**src/rtl/cordic_pkg.sv**
```systemverilog
// Shared types and constants for the CORDIC control FSM: state encoding,
// variable indices, the registered control-output bundle and a config check.
package cordic_pkg;

   localparam logic [3:0] ST_IDLE       = 4'h0;
   localparam logic [3:0] ST_LOAD       = 4'h1;
   localparam logic [3:0] ST_ITER_SETUP = 4'h2;
   localparam logic [3:0] ST_ADD_START  = 4'h3;
   localparam logic [3:0] ST_ADD_WAIT   = 4'h4;
   localparam logic [3:0] ST_ADD_ACK    = 4'h5;
   localparam logic [3:0] ST_OUT_SEL    = 4'h6;
   localparam logic [3:0] ST_OUT_REG    = 4'h7;
   localparam logic [3:0] ST_DONE       = 4'h8;
   localparam logic [3:0] ST_ERROR      = 4'h9;

   typedef enum logic [3:0] {
      S_IDLE       = ST_IDLE,
      S_LOAD       = ST_LOAD,
      S_ITER_SETUP = ST_ITER_SETUP,
      S_ADD_START  = ST_ADD_START,
      S_ADD_WAIT   = ST_ADD_WAIT,
      S_ADD_ACK    = ST_ADD_ACK,
      S_OUT_SEL    = ST_OUT_SEL,
      S_OUT_REG    = ST_OUT_REG,
      S_DONE       = ST_DONE,
      S_ERROR      = ST_ERROR
   } state_e;

   localparam logic [1:0] VAR_X = 2'd0;
   localparam logic [1:0] VAR_Y = 2'd1;
   localparam logic [1:0] VAR_Z = 2'd2;

   // Registered single-bit control outputs towards requester and datapath
   typedef struct packed {
      logic ready;
      logic busy;
      logic err;
      logic beg_add;
      logic ack_add;
      logic sel1;
      logic sel3;
      logic rb1;
      logic rb2;
      logic xn;
      logic yn;
      logic zn;
      logic sh_x;
      logic sh_y;
      logic lut;
      logic sign;
      logic dff5;
      logic dout;
   } ctrl_t;

   // Iteration count must fit the index counter and allow at least two passes
   function automatic bit iter_cfg_ok(input int unsigned n_iter, input int unsigned iter_w);
      return (n_iter >= 2) && (iter_w >= 1) && (iter_w < 32) && (n_iter <= (32'd1 << iter_w));
   endfunction

endpackage

```
**src/rtl/cordic_iter_counter.sv**
```systemverilog
// Loadable, enabled up-counter with terminal-count flag; exposes its next
// value so callers can register decodes in step with the count.
module cordic_iter_counter #(
   parameter int unsigned W  = 2,
   parameter int unsigned TC = 3
) (
   input  logic         clk,
   input  logic         reset,
   input  logic         i_load,
   input  logic [W-1:0] i_load_val,
   input  logic         i_en,
   output logic [W-1:0] o_count,
   output logic [W-1:0] o_count_nxt_c,
   output logic         o_tc_c
);

   logic [W-1:0] r_count;

   always_comb begin
      o_count_nxt_c = r_count;
      if (i_load) begin
         o_count_nxt_c = i_load_val;
      end else if (i_en) begin
         o_count_nxt_c = r_count + W'(1);
      end
   end

   always_ff @(posedge clk or negedge reset) begin
      if (!reset) begin
         r_count <= '0;
      end else begin
         r_count <= o_count_nxt_c;
      end
   end

   assign o_count = r_count;
   assign o_tc_c  = (r_count == W'(TC));

endmodule

```
**src/rtl/cordic_fsm_v3.sv**
```systemverilog
// Control FSM for the iterative CORDIC sine/cosine datapath: sequences the
// X/Y/Z add/subtract handshakes per iteration, with a watchdog on the adder.
module cordic_fsm_v3 #(
   parameter int unsigned N_ITER  = 16,
   parameter int unsigned ITER_W  = 5,
   parameter int unsigned TIMEOUT = 255,
   parameter int unsigned TO_W    = 8
) (
   input  logic              clk,
   input  logic              reset,
   input  logic              beg_FSM_CORDIC,
   input  logic              ACK_FSM_CORDIC,
   input  logic              operation,
   input  logic              mode_in,
   input  logic [1:0]        shift_region_flag,
   input  logic              ready_add_subt,
   output logic              ready_CORDIC,
   output logic              busy,
   output logic              err_add_subt,
   output logic              beg_add_subt,
   output logic              ack_add_subt,
   output logic              sel_mux_1,
   output logic [1:0]        sel_mux_2,
   output logic              sel_mux_3,
   output logic              mode,
   output logic [ITER_W-1:0] cont_iter,
   output logic [1:0]        cont_var,
   output logic              enab_RB1,
   output logic              enab_RB2,
   output logic              enab_d_ff_Xn,
   output logic              enab_d_ff_Yn,
   output logic              enab_d_ff_Zn,
   output logic              enab_dff_shifted_x,
   output logic              enab_dff_shifted_y,
   output logic              enab_dff_LUT,
   output logic              enab_dff_sign,
   output logic              enab_dff5,
   output logic              enab_d_ff_out
);

   import cordic_pkg::*;

   if (!iter_cfg_ok(N_ITER, ITER_W)) begin : g_bad_iter_cfg
      $error("cordic_fsm_v3: N_ITER must lie in 2..2**ITER_W");
   end
   if ((TIMEOUT < 1) || (TO_W >= 32) || (TIMEOUT > ((32'd1 << TO_W) - 1))) begin : g_bad_to_cfg
      $error("cordic_fsm_v3: TIMEOUT must lie in 1..2**TO_W-1");
   end

   state_e            r_state;
   state_e            w_state_nxt;
   logic              r_op;
   logic              r_mode;
   logic [1:0]        r_flag;
   logic [TO_W-1:0]   r_wd;
   ctrl_t             r_ctrl;
   ctrl_t             w_ctrl;

   logic              w_latch;
   logic              w_wd_clr;
   logic              w_wd_inc;
   logic              w_iter_load;
   logic              w_iter_en;
   logic              w_var_load;
   logic              w_var_en;
   logic [ITER_W-1:0] w_iter;
   logic [ITER_W-1:0] w_iter_nxt;
   logic              w_iter_tc;
   logic [1:0]        w_var;
   logic [1:0]        w_var_nxt;
   logic              w_var_tc;
   logic              w_op_nxt;
   logic              w_mode_nxt;
   logic [1:0]        w_flag_nxt;

   cordic_iter_counter #(
      .W  (ITER_W),
      .TC (N_ITER - 1)
   ) u_iter_cnt (
      .clk           (clk),
      .reset         (reset),
      .i_load        (w_iter_load),
      .i_load_val    ('0),
      .i_en          (w_iter_en),
      .o_count       (w_iter),
      .o_count_nxt_c (w_iter_nxt),
      .o_tc_c        (w_iter_tc)
   );

   cordic_iter_counter #(
      .W  (2),
      .TC (32'(VAR_Z))
   ) u_var_cnt (
      .clk           (clk),
      .reset         (reset),
      .i_load        (w_var_load),
      .i_load_val    (VAR_X),
      .i_en          (w_var_en),
      .o_count       (w_var),
      .o_count_nxt_c (w_var_nxt),
      .o_tc_c        (w_var_tc)
   );

   always_ff @(posedge clk or negedge reset) begin
      if (!reset) begin
         r_state <= S_IDLE;
      end else begin
         r_state <= w_state_nxt;
      end
   end

   // Next state plus counter, watchdog and latch controls
   always_comb begin
      w_state_nxt = r_state;
      w_latch     = 1'b0;
      w_wd_clr    = 1'b0;
      w_wd_inc    = 1'b0;
      w_iter_load = 1'b0;
      w_iter_en   = 1'b0;
      w_var_load  = 1'b0;
      w_var_en    = 1'b0;
      case (r_state)
         S_IDLE: begin
            if (beg_FSM_CORDIC) begin
               w_state_nxt = S_LOAD;
               w_latch     = 1'b1;
               w_wd_clr    = 1'b1;
               w_iter_load = 1'b1;
               w_var_load  = 1'b1;
            end
         end
         S_LOAD:       w_state_nxt = S_ITER_SETUP;
         S_ITER_SETUP: w_state_nxt = S_ADD_START;
         S_ADD_START: begin
            w_wd_clr    = 1'b1;
            w_state_nxt = S_ADD_WAIT;
         end
         S_ADD_WAIT: begin
            if (ready_add_subt) begin
               w_state_nxt = S_ADD_ACK;
            end else begin
               w_wd_inc = 1'b1;
               if (r_wd == TO_W'(TIMEOUT - 1)) begin
                  w_state_nxt = S_ERROR;
               end
            end
         end
         S_ADD_ACK: begin
            if (!w_var_tc) begin
               w_var_en    = 1'b1;
               w_state_nxt = S_ADD_START;
            end else if (!w_iter_tc) begin
               w_var_load  = 1'b1;
               w_iter_en   = 1'b1;
               w_state_nxt = S_ITER_SETUP;
            end else begin
               w_state_nxt = S_OUT_SEL;
            end
         end
         S_OUT_SEL: w_state_nxt = S_OUT_REG;
         S_OUT_REG: w_state_nxt = S_DONE;
         S_DONE:    if (ACK_FSM_CORDIC) w_state_nxt = S_IDLE;
         S_ERROR:   if (ACK_FSM_CORDIC) w_state_nxt = S_IDLE;
         default:   w_state_nxt = S_IDLE;
      endcase
   end

   assign w_op_nxt   = w_latch ? operation         : r_op;
   assign w_mode_nxt = w_latch ? mode_in           : r_mode;
   assign w_flag_nxt = w_latch ? shift_region_flag : r_flag;

   // Moore decode of the upcoming state, registered so outputs track r_state
   always_comb begin
      w_ctrl      = '0;
      w_ctrl.busy = (w_state_nxt != S_IDLE);
      w_ctrl.sel3 = (w_state_nxt != S_IDLE) & (w_op_nxt ^ w_flag_nxt[1] ^ w_flag_nxt[0]);
      case (w_state_nxt)
         S_LOAD: w_ctrl.rb1 = 1'b1;
         S_ITER_SETUP: begin
            w_ctrl.rb2  = 1'b1;
            w_ctrl.sh_x = 1'b1;
            w_ctrl.sh_y = 1'b1;
            w_ctrl.lut  = 1'b1;
            w_ctrl.sign = 1'b1;
            w_ctrl.sel1 = (w_iter_nxt != '0);
         end
         S_ADD_START: w_ctrl.beg_add = 1'b1;
         S_ADD_ACK: begin
            w_ctrl.ack_add = 1'b1;
            w_ctrl.xn      = (w_var_nxt == VAR_X);
            w_ctrl.yn      = (w_var_nxt == VAR_Y);
            w_ctrl.zn      = (w_var_nxt == VAR_Z);
         end
         S_OUT_SEL: w_ctrl.dff5  = 1'b1;
         S_OUT_REG: w_ctrl.dout  = 1'b1;
         S_DONE:    w_ctrl.ready = 1'b1;
         S_ERROR:   w_ctrl.err   = 1'b1;
         default:   ;
      endcase
   end

   always_ff @(posedge clk or negedge reset) begin
      if (!reset) begin
         r_op   <= 1'b0;
         r_mode <= 1'b0;
         r_flag <= 2'b00;
         r_ctrl <= '0;
      end else begin
         r_op   <= w_op_nxt;
         r_mode <= w_mode_nxt;
         r_flag <= w_flag_nxt;
         r_ctrl <= w_ctrl;
      end
   end

   always_ff @(posedge clk or negedge reset) begin
      if (!reset) begin
         r_wd <= '0;
      end else if (w_wd_clr) begin
         r_wd <= '0;
      end else if (w_wd_inc) begin
         r_wd <= r_wd + TO_W'(1);
      end
   end

   assign ready_CORDIC       = r_ctrl.ready;
   assign busy               = r_ctrl.busy;
   assign err_add_subt       = r_ctrl.err;
   assign beg_add_subt       = r_ctrl.beg_add;
   assign ack_add_subt       = r_ctrl.ack_add;
   assign sel_mux_1          = r_ctrl.sel1;
   assign sel_mux_2          = w_var;
   assign sel_mux_3          = r_ctrl.sel3;
   assign mode               = r_mode;
   assign cont_iter          = w_iter;
   assign cont_var           = w_var;
   assign enab_RB1           = r_ctrl.rb1;
   assign enab_RB2           = r_ctrl.rb2;
   assign enab_d_ff_Xn       = r_ctrl.xn;
   assign enab_d_ff_Yn       = r_ctrl.yn;
   assign enab_d_ff_Zn       = r_ctrl.zn;
   assign enab_dff_shifted_x = r_ctrl.sh_x;
   assign enab_dff_shifted_y = r_ctrl.sh_y;
   assign enab_dff_LUT       = r_ctrl.lut;
   assign enab_dff_sign      = r_ctrl.sign;
   assign enab_dff5          = r_ctrl.dff5;
   assign enab_d_ff_out      = r_ctrl.dout;

endmodule

```
**config.mk**
```make
export PLATFORM = sky130hd
export DESIGN_NAME = cordic_fsm_v3
export DESIGN_NICKNAME = d
export VERILOG_FILES = /design/src/rtl/cordic_pkg.sv /design/src/rtl/cordic_iter_counter.sv /design/src/rtl/cordic_fsm_v3.sv
export SDC_FILE = /design/constraint.sdc
export NUM_CORES = 1
export LEC_CHECK = 0
export ABC_AREA = 1
export BUFFER_PORTS_ARGS = -buffer_cell sky130_fd_sc_hd__buf_4
export CAP_MARGIN = 20
export CELL_PAD_IN_SITES_DETAIL_PLACEMENT = 0
export CELL_PAD_IN_SITES_GLOBAL_PLACEMENT = 1
export CORE_MARGIN = 1.5
export CORE_UTILIZATION = 40
export CTS_CLUSTER_SIZE = 20
export DETAILED_ROUTE_END_ITERATION = 10
export PLACE_DENSITY_LB_ADDON = 0.1
export SYNTH_ARGS = -nofsm -noshare
export SYNTH_HDL_FRONTEND = slang
export SYNTH_HIERARCHICAL = 1
export SYNTH_SLANG_ARGS = --single-unit
```
**constraint.sdc**
```tcl
create_clock -name clk -period 3.2 [get_ports clk]
set_clock_uncertainty 0.2 [all_clocks]
set_input_delay 0.64 -clock clk [delete_from_list [all_inputs] [get_ports clk]]
set_output_delay 0.64 -clock clk [all_outputs]
set_load 0.05 [all_outputs]
```
==> results of run 1 <==
-- cell type report --
class	count	area, µm²
inverters	42	159
clock inverters	2	37.5
flip-flops and latches	37	926
fillers	478	2320
well taps	67	83.8
multi-input cells	167	847
clock buffers	6	82.6
repair buffers	36	270
-- metal layers --
metal,GRT usage [%],vias up,routed length (µm),part of all wire (%)
li1,-,835,-,-
met1,21.8,713,1830,48
met2,25.7,28,1760,46
met3,4.56,6,143,3.8
met4,5.66,0,57,1.5
met5,0,-,0,0
-- worst max-delay path by stage --
stage          slack [ps]  cells after the start                             from                   to
2_1_floorplan         580                     12  u_iter_cnt/o_count[0]$_DFF_PN0_  sel_mux_1$_DFF_PN0_
3_3_place_gp          660                     12  u_iter_cnt/o_count[0]$_DFF_PN0_  sel_mux_1$_DFF_PN0_
3_5_place_dp          570                     12  u_iter_cnt/o_count[0]$_DFF_PN0_  sel_mux_1$_DFF_PN0_
4_1_cts               560                     12  u_iter_cnt/o_count[0]$_DFF_PN0_  sel_mux_1$_DFF_PN0_
5_1_grt               300                     12  u_iter_cnt/o_count[0]$_DFF_PN0_  sel_mux_1$_DFF_PN0_
6_report              590                     12  u_iter_cnt/o_count[0]$_DFF_PN0_  sel_mux_1$_DFF_PN0_
-- synth_stat cells (all sizes together) --
cell type / n
nor3b: 1
ha: 5
a21oi: 6
clkbuf: 1
o21bai: 2
nor2: 32
nand4: 4
and3: 1
xor2: 2
conb: 1
nand2: 69
o21ai: 13
clkinv: 1
buf: 6
inv: 41
nor4: 1
nor3: 5
nand3: 19
dfrtp: 37
-- power by group --
part	internal (W)	switching (W)	total, W	leakage [nW]
Sequential	0.000609	0.000121	0.000730	0.481
Combinational	0.000392	0.000959	0.00135	0.750
Clock	0.000253	0.000169	0.000422	0.0574
-- sequential cells by signal, summed over array words and instances (netlist names) --
register and flops:
sel_mux_3 1, busy 1, ack_add_subt 1, enab_d_ff_Yn 1, enab_dff5 1, u_iter_cnt/o_count 5
ready_CORDIC 1, r_op 1, u_var_cnt/o_count 2, mode 1, enab_RB1 1, enab_d_ff_out 1
err_add_subt 1, sel_mux_1 1, enab_d_ff_Xn 1, beg_add_subt 1, r_wd 8, r_flag 2
enab_dff_LUT 1, r_state 4, enab_d_ff_Zn 1
-- through the flow --
step	instances	cell area, µm²
after global placement	349	2290
after detailed placement	349	2290
after floorplan	253	1980
after global routing	357	2410
after CTS	357	2410
final	357	2410
-- cells by family (layout without fill, tap and decap cells) --
| logic type | count (synthesis) | after routing | synth area share, % |
|---|---|---|---|
| flops | 37 | 37 | 47.3 |
| xor+xnor | 2 | 2 | 0.894 |
| simple gates | 132 | 132 | 31.6 |
| fa+ha+maj | 5 | 5 | 3.19 |
| compound gates | 21 | 21 | 6.19 |
| buf+inv | 49 | 86 | 10.7 |
| other cells | 1 | 7 | 0.191 |
-- critical path, stage by stage, from the launching register on --
cell and delay, ps:
dfrtp_1 420, ha_1 230, and3_1 170, ha_1 200
nor2_1 350, nand2_2 110, nor2_1 100, nand2_1 50
nand3_1 80, nand2_1 60, nor3_1 210, nor3b_1 230
nor3_1 80
==> impl_metrics.csv, run 1 <==
group,metric,value,unit
global_route,grt_usage,16.4,%
cts,h-tree-depth,2,
critical_path,crit_required,3180,ps
cells_and_area,layout.nets,303,
floorplan,dieArea,5330,µm²
synthesis,syn_area_per_cell,7.93,µm²
critical_path,arrival,2580,ps
detailed_routing,viasPerCell,4.43,
timing,grt_setup_unrepaired,"false",
cells_and_area,n_antenna_cell,0,
critical_path,reg2reg_to,"sel_mux_1$_DFF_PN0_",
global_route,grt_pass1_vias,1483,
floorplan,io_pins,37,
critical_path,worstSetupEndpointType,"flip-flop",
cts,cts.sinks,37,
floorplan,rows,25,
power_and_ir_drop,p_total,0.00250,W
synthesis,synth_area_leaders,"dfrtp_1 (47%), nand2_1 (13%), inv_1 (7.5%)",
detailed_routing,wl_per_cell,10.6,µm
power_and_ir_drop,irDropWorstVdd,0.425,mV
cells_and_area,area_growth,22.8,%
timing,holdWs,101,ps
synthesis,ys_seq_area_share,47.3,%
detailed_routing,dr.pass1.iters,4,
synthesis,yosys.area.top_type,"dfrtp_1",
cells_and_area,final_cell_mix,"nand2_1 (67), inv_1 (39), dfrtp_1 (37)",
floorplan,die_x,73.0,µm
placed_design,port_buffers,36,
synthesis,synthCells,247,
detailed_routing,postRouteAntennaNets,0,
cts,postCtsSetupBuffers,0,
critical_path,start_kind,"flip-flop",
detailed_routing,drt-total-wl,3790,µm
floorplan,core_area,4720,µm²
cts,clock_latency,290,ps
timing,finalSetupTns,0,ps
placed_design,dp_hpwl,2850,µm
synthesis,ys_warn_count,6,
power_and_ir_drop,cellPowerDensity,1040,nW/µm²
global_route,grt_pass1_wl,6540,µm
cts,cts_tree,"done",
floorplan,dieHeight,73.0,µm
global_route,antenna_found_initial,0,
critical_path,crit_type,"flip-flop to flip-flop",
placed_design,gp_congestion,0.813,
timing,fmaxAchievable,0.383,GHz
placed_design,place_ws,573,ps
cells_and_area,utilization,50.9,%
global_route,grt_max_degree,38,
cts,cts_hold_buf,0,
hold_path,hold_path.class,"primary input to asynchronous set/reset pin",
timing,period_minus_slack,2610,ps
floorplan,initial_utilization,41.5,%
timing,fin_crit_sh,81.5,%
detailed_routing,drc_errors,0,
critical_path,r2r_slack,590,ps
synthesis,ys_seq_elements,37,
cts,clk_path_buf_depth,2,
timing,setup_viol,0,
cts,clk_pin_slew_worst_paths,70,ps
status,status,"complete, no violations",
cells_and_area,layout_commonest_cell,"nand2_1",
critical_path,reg2reg_from,"u_iter_cnt/o_count[0]$_DFF_PN0_",
timing,hold_viol,0,
critical_path,critPathMaxFanout,7,
detailed_routing,via_count,1582,
timing,drv_slew,0,
cts,cts-root-buf,"clkbuf_8",
synthesis,syn-cell-area,1960,µm²
cts,numCtsBuffers,5,
synthesis,yosysTopAreaCellShare,47.3,%
critical_path,reg2regPathDepth,12,
detailed_routing,drt_iter0_markers,40,
cts,ctsResizeCount,0,
cells_and_area,drive_above_1_share,22.1,%
global_route,grt-ovfl-total,0,
timing,timing.final.ws_setup,591,ps
synthesis,synth_cell_type_count,31,
power_and_ir_drop,power_leakage,1.29,nW
run,maxCapViolations,0,
Power figures use the tool's default switching activity.
==> run 2, diff against run 1 <==
--- a/config.mk
+++ b/config.mk
@@ -11,7 +11,7 @@
 export CELL_PAD_IN_SITES_DETAIL_PLACEMENT = 0
 export CELL_PAD_IN_SITES_GLOBAL_PLACEMENT = 1
 export CORE_MARGIN = 1.5
-export CORE_UTILIZATION = 40
+export CORE_UTILIZATION = 36
 export CTS_CLUSTER_SIZE = 20
 export DETAILED_ROUTE_END_ITERATION = 10
 export PLACE_DENSITY_LB_ADDON = 0.1
==> constraint.sdc (replaced) <==
create_clock -name clk -period 2.31 [get_ports clk]
set_clock_uncertainty 0.2 [all_clocks]
set_input_delay 0.462 -clock clk [delete_from_list [all_inputs] [get_ports clk]]
set_output_delay 0.462 -clock clk [all_outputs]
set_load 0.05 [all_outputs]
==> run 2 against run 1 <==
Net effect: sequential power grew 40%; core utilization decreased by 1.9 points; die area is 11% higher; sequential share of layout area down 1.9 points; via count is 2.1% higher; clock-buffer cell count grew 1; critical path type unchanged; largest cell class unchanged; largest power group unchanged; highest routed layer unchanged.
==> impl_metrics.csv, run 2 (synthesis gave the netlist of run 1 again) <==
group,metric,value,unit
detailed_routing,via_count,1615,
detailed_routing,wl_per_cell,10.8,µm
power_and_ir_drop,power_leakage,1.33,nW
power_and_ir_drop,internal_power,0.00182,W
critical_path,cpLargestDelayFamily,"simple AND/OR/NAND/NOR gates",
critical_path,reg2reg_from,"u_iter_cnt/o_count[1]$_DFF_PN0_",
floorplan,dieArea,5890,µm²
timing,fin_crit_sh,94.5,%
power_and_ir_drop,pwr-share-seq,28.4,%
timing,holdWs,174,ps
critical_path,worstPathCellList,"ha_4 -> and3_4 -> ha_4 -> nor2_4 -> nand2_2 -> nor2_2 -> nand2_1 -> nand3_2 -> nand2_2 -> nor3_2 -> nor3b_2 -> nor3_1",
global_route,grt_usage,14.8,%
floorplan,io_pins,37,
timing,finalSetupTns,0,ps
power_and_ir_drop,pwr-share-comb,55.2,%
detailed_routing,drc_errors,0,
floorplan,rows,26,
cts,clk_pin_slew_worst_paths,70,ps
timing,hold_viol,0,
floorplan,dieHeight,76.8,µm
hold_path,holdPathStages,3,
status,status,"complete, no violations",
detailed_routing,postRouteAntennaNets,0,
cts,cts-root-buf,"clkbuf_8",
cts,cts.sinks,37,
detailed_routing,viasPerCell,4.38,
hold_path,holdCritStartpoint,"mode_in",
global_route,grt_pass1_wl,6910,µm
detailed_routing,dr.pass1.iters,4,
cells_and_area,largest_register,"r_wd",
timing,period_minus_slack,2180,ps
hold_path,hold_path.class,"primary input to flip-flop",
floorplan,die_x,76.8,µm
critical_path,critPathMaxFanout,4,
cells_and_area,n_antenna_cell,0,
floorplan,core_area,5170,µm²
detailed_routing,drt-total-wl,3990,µm
timing,drv_slew,0,
critical_path,cp_slowest_stage_delay,450,ps
floorplan,initial_utilization,37.9,%
critical_path,reg2reg_to,"sel_mux_1$_DFF_PN0_",
critical_path,cp.buffers_inverters,0,
cts,numCtsBuffers,5,
power_and_ir_drop,clkPwrFrac,16.4,%
cells_and_area,drive_above_1_share,27.4,%
critical_path,crit_required,2290,ps
critical_path,crit_type,"flip-flop to flip-flop",
power_and_ir_drop,switching_share,49.4,%
critical_path,r2r_slack,130,ps
critical_path,crit_slowest_cell,"dfrtp_2",
hold_path,whs_endpoint,"mode$_DFFE_PN0P_",
power_and_ir_drop,cellPowerDensity,1420,nW/µm²
cells_and_area,area_growth,29.4,%
run,maxCapViolations,0,
cts,h-tree-depth,2,
timing,fmaxAchievable,0.458,GHz
power_and_ir_drop,switchingPower,0.00178,W
global_route,antenna_found_initial,0,
cells_and_area,final_cell_mix,"nand2_1 (66), buf_4 (44), inv_1 (39)",
timing,setup_viol,0,
critical_path,worstSetupEndpointType,"flip-flop",
cts,cts_tree,"done",
cells_and_area,layout.nets,312,
placed_design,dp_hpwl,2970,µm
critical_path,start_kind,"flip-flop",
cts,clock_latency,290,ps
critical_path,arrival,2160,ps
placed_design,gp_congestion,0.729,
power_and_ir_drop,irDropWorstVdd,0.548,mV
global_route,grt_pass1_vias,1492,
cts,clk_path_buf_depth,2,
cells_and_area,layout_commonest_cell,"nand2_1",
detailed_routing,drt_iter0_markers,44,
placed_design,port_buffers,36,
global_route,grt-ovfl-total,0,
cells_and_area,largest_reg_flops,8,
global_route,grt_max_degree,38,
critical_path,reg2regPathDepth,12,
[run 2: worst max path at each step]
stage | startpoint | endpoint | cells past startpoint
after CTS | u_iter_cnt/o_count[0]$_DFF_PN0_ | sel_mux_1$_DFF_PN0_ | 12
after detailed placement | u_iter_cnt/o_count[0]$_DFF_PN0_ | sel_mux_1$_DFF_PN0_ | 12
after global routing | u_iter_cnt/o_count[0]$_DFF_PN0_ | sel_mux_1$_DFF_PN0_ | 12
after floorplan | u_iter_cnt/o_count[0]$_DFF_PN0_ | sel_mux_1$_DFF_PN0_ | 12
after global placement | u_iter_cnt/o_count[0]$_DFF_PN0_ | sel_mux_1$_DFF_PN0_ | 12
final | u_iter_cnt/o_count[1]$_DFF_PN0_ | sel_mux_1$_DFF_PN0_ | 12
[run 2: what timing repair did]
action                                  in CTS  in global routing
endpoints found under the setup margin       0                  1
resized for setup                            0                  8
hold buffers                                 1                  0
endpoints found under the hold margin       37                  0
buffers inserted                             0                  2
[run 2: worst min-delay path: stages]
cell and delay, ps:
buf_4 80, nand2_1 40, nand2_1 50
[run 2: layout make-up]
cell class	instances	area (µm²)
flip-flops and latches	37	928
clock buffers	7	86.3
repair buffers	45	340
fillers	512	2640
multi-input cells	167	905
inverters	42	159
well taps	70	87.6
clock inverters	1	30.0
[run 2: layer usage]
| layer | global-route usage (%) | wire (µm) | up-vias |
|---|---|---|---|
| li1 | - | - | 851 |
| met1 | 19.7 | 1940 | 737 |
| met2 | 23.6 | 1870 | 22 |
| met3 | 2.86 | 119 | 5 |
| met4 | 5.56 | 51 | 0 |
| met5 | 0 | 0 | - |
[run 2: per-stage QoR]
stage	setup WS [ps]	util (%)	cell area (µm²)	total power [W]	instances
after global placement	44.3	45.5	2350	0.00298	358
after floorplan	18.8	-	2000	0.00247	253
after detailed placement	33.1	45.5	2350	0.00297	358
final	127	49.0	2540	0.00360	369
after CTS	16.5	47.9	2480	0.00357	367
after global routing	-15.5	49.0	2540	0.00386	369
[run 2: power by group through the flow]
stage	Clock [W]	Combinational, W	Sequential (W)
final	0.000588	0.00199	0.00102
after CTS	0.000607	0.00195	0.00101
after detailed placement	0	0.00195	0.00103
after global routing	0.000634	0.00218	0.00105
after floorplan	0	0.00102	0.00145
after global placement	0	0.00195	0.00102
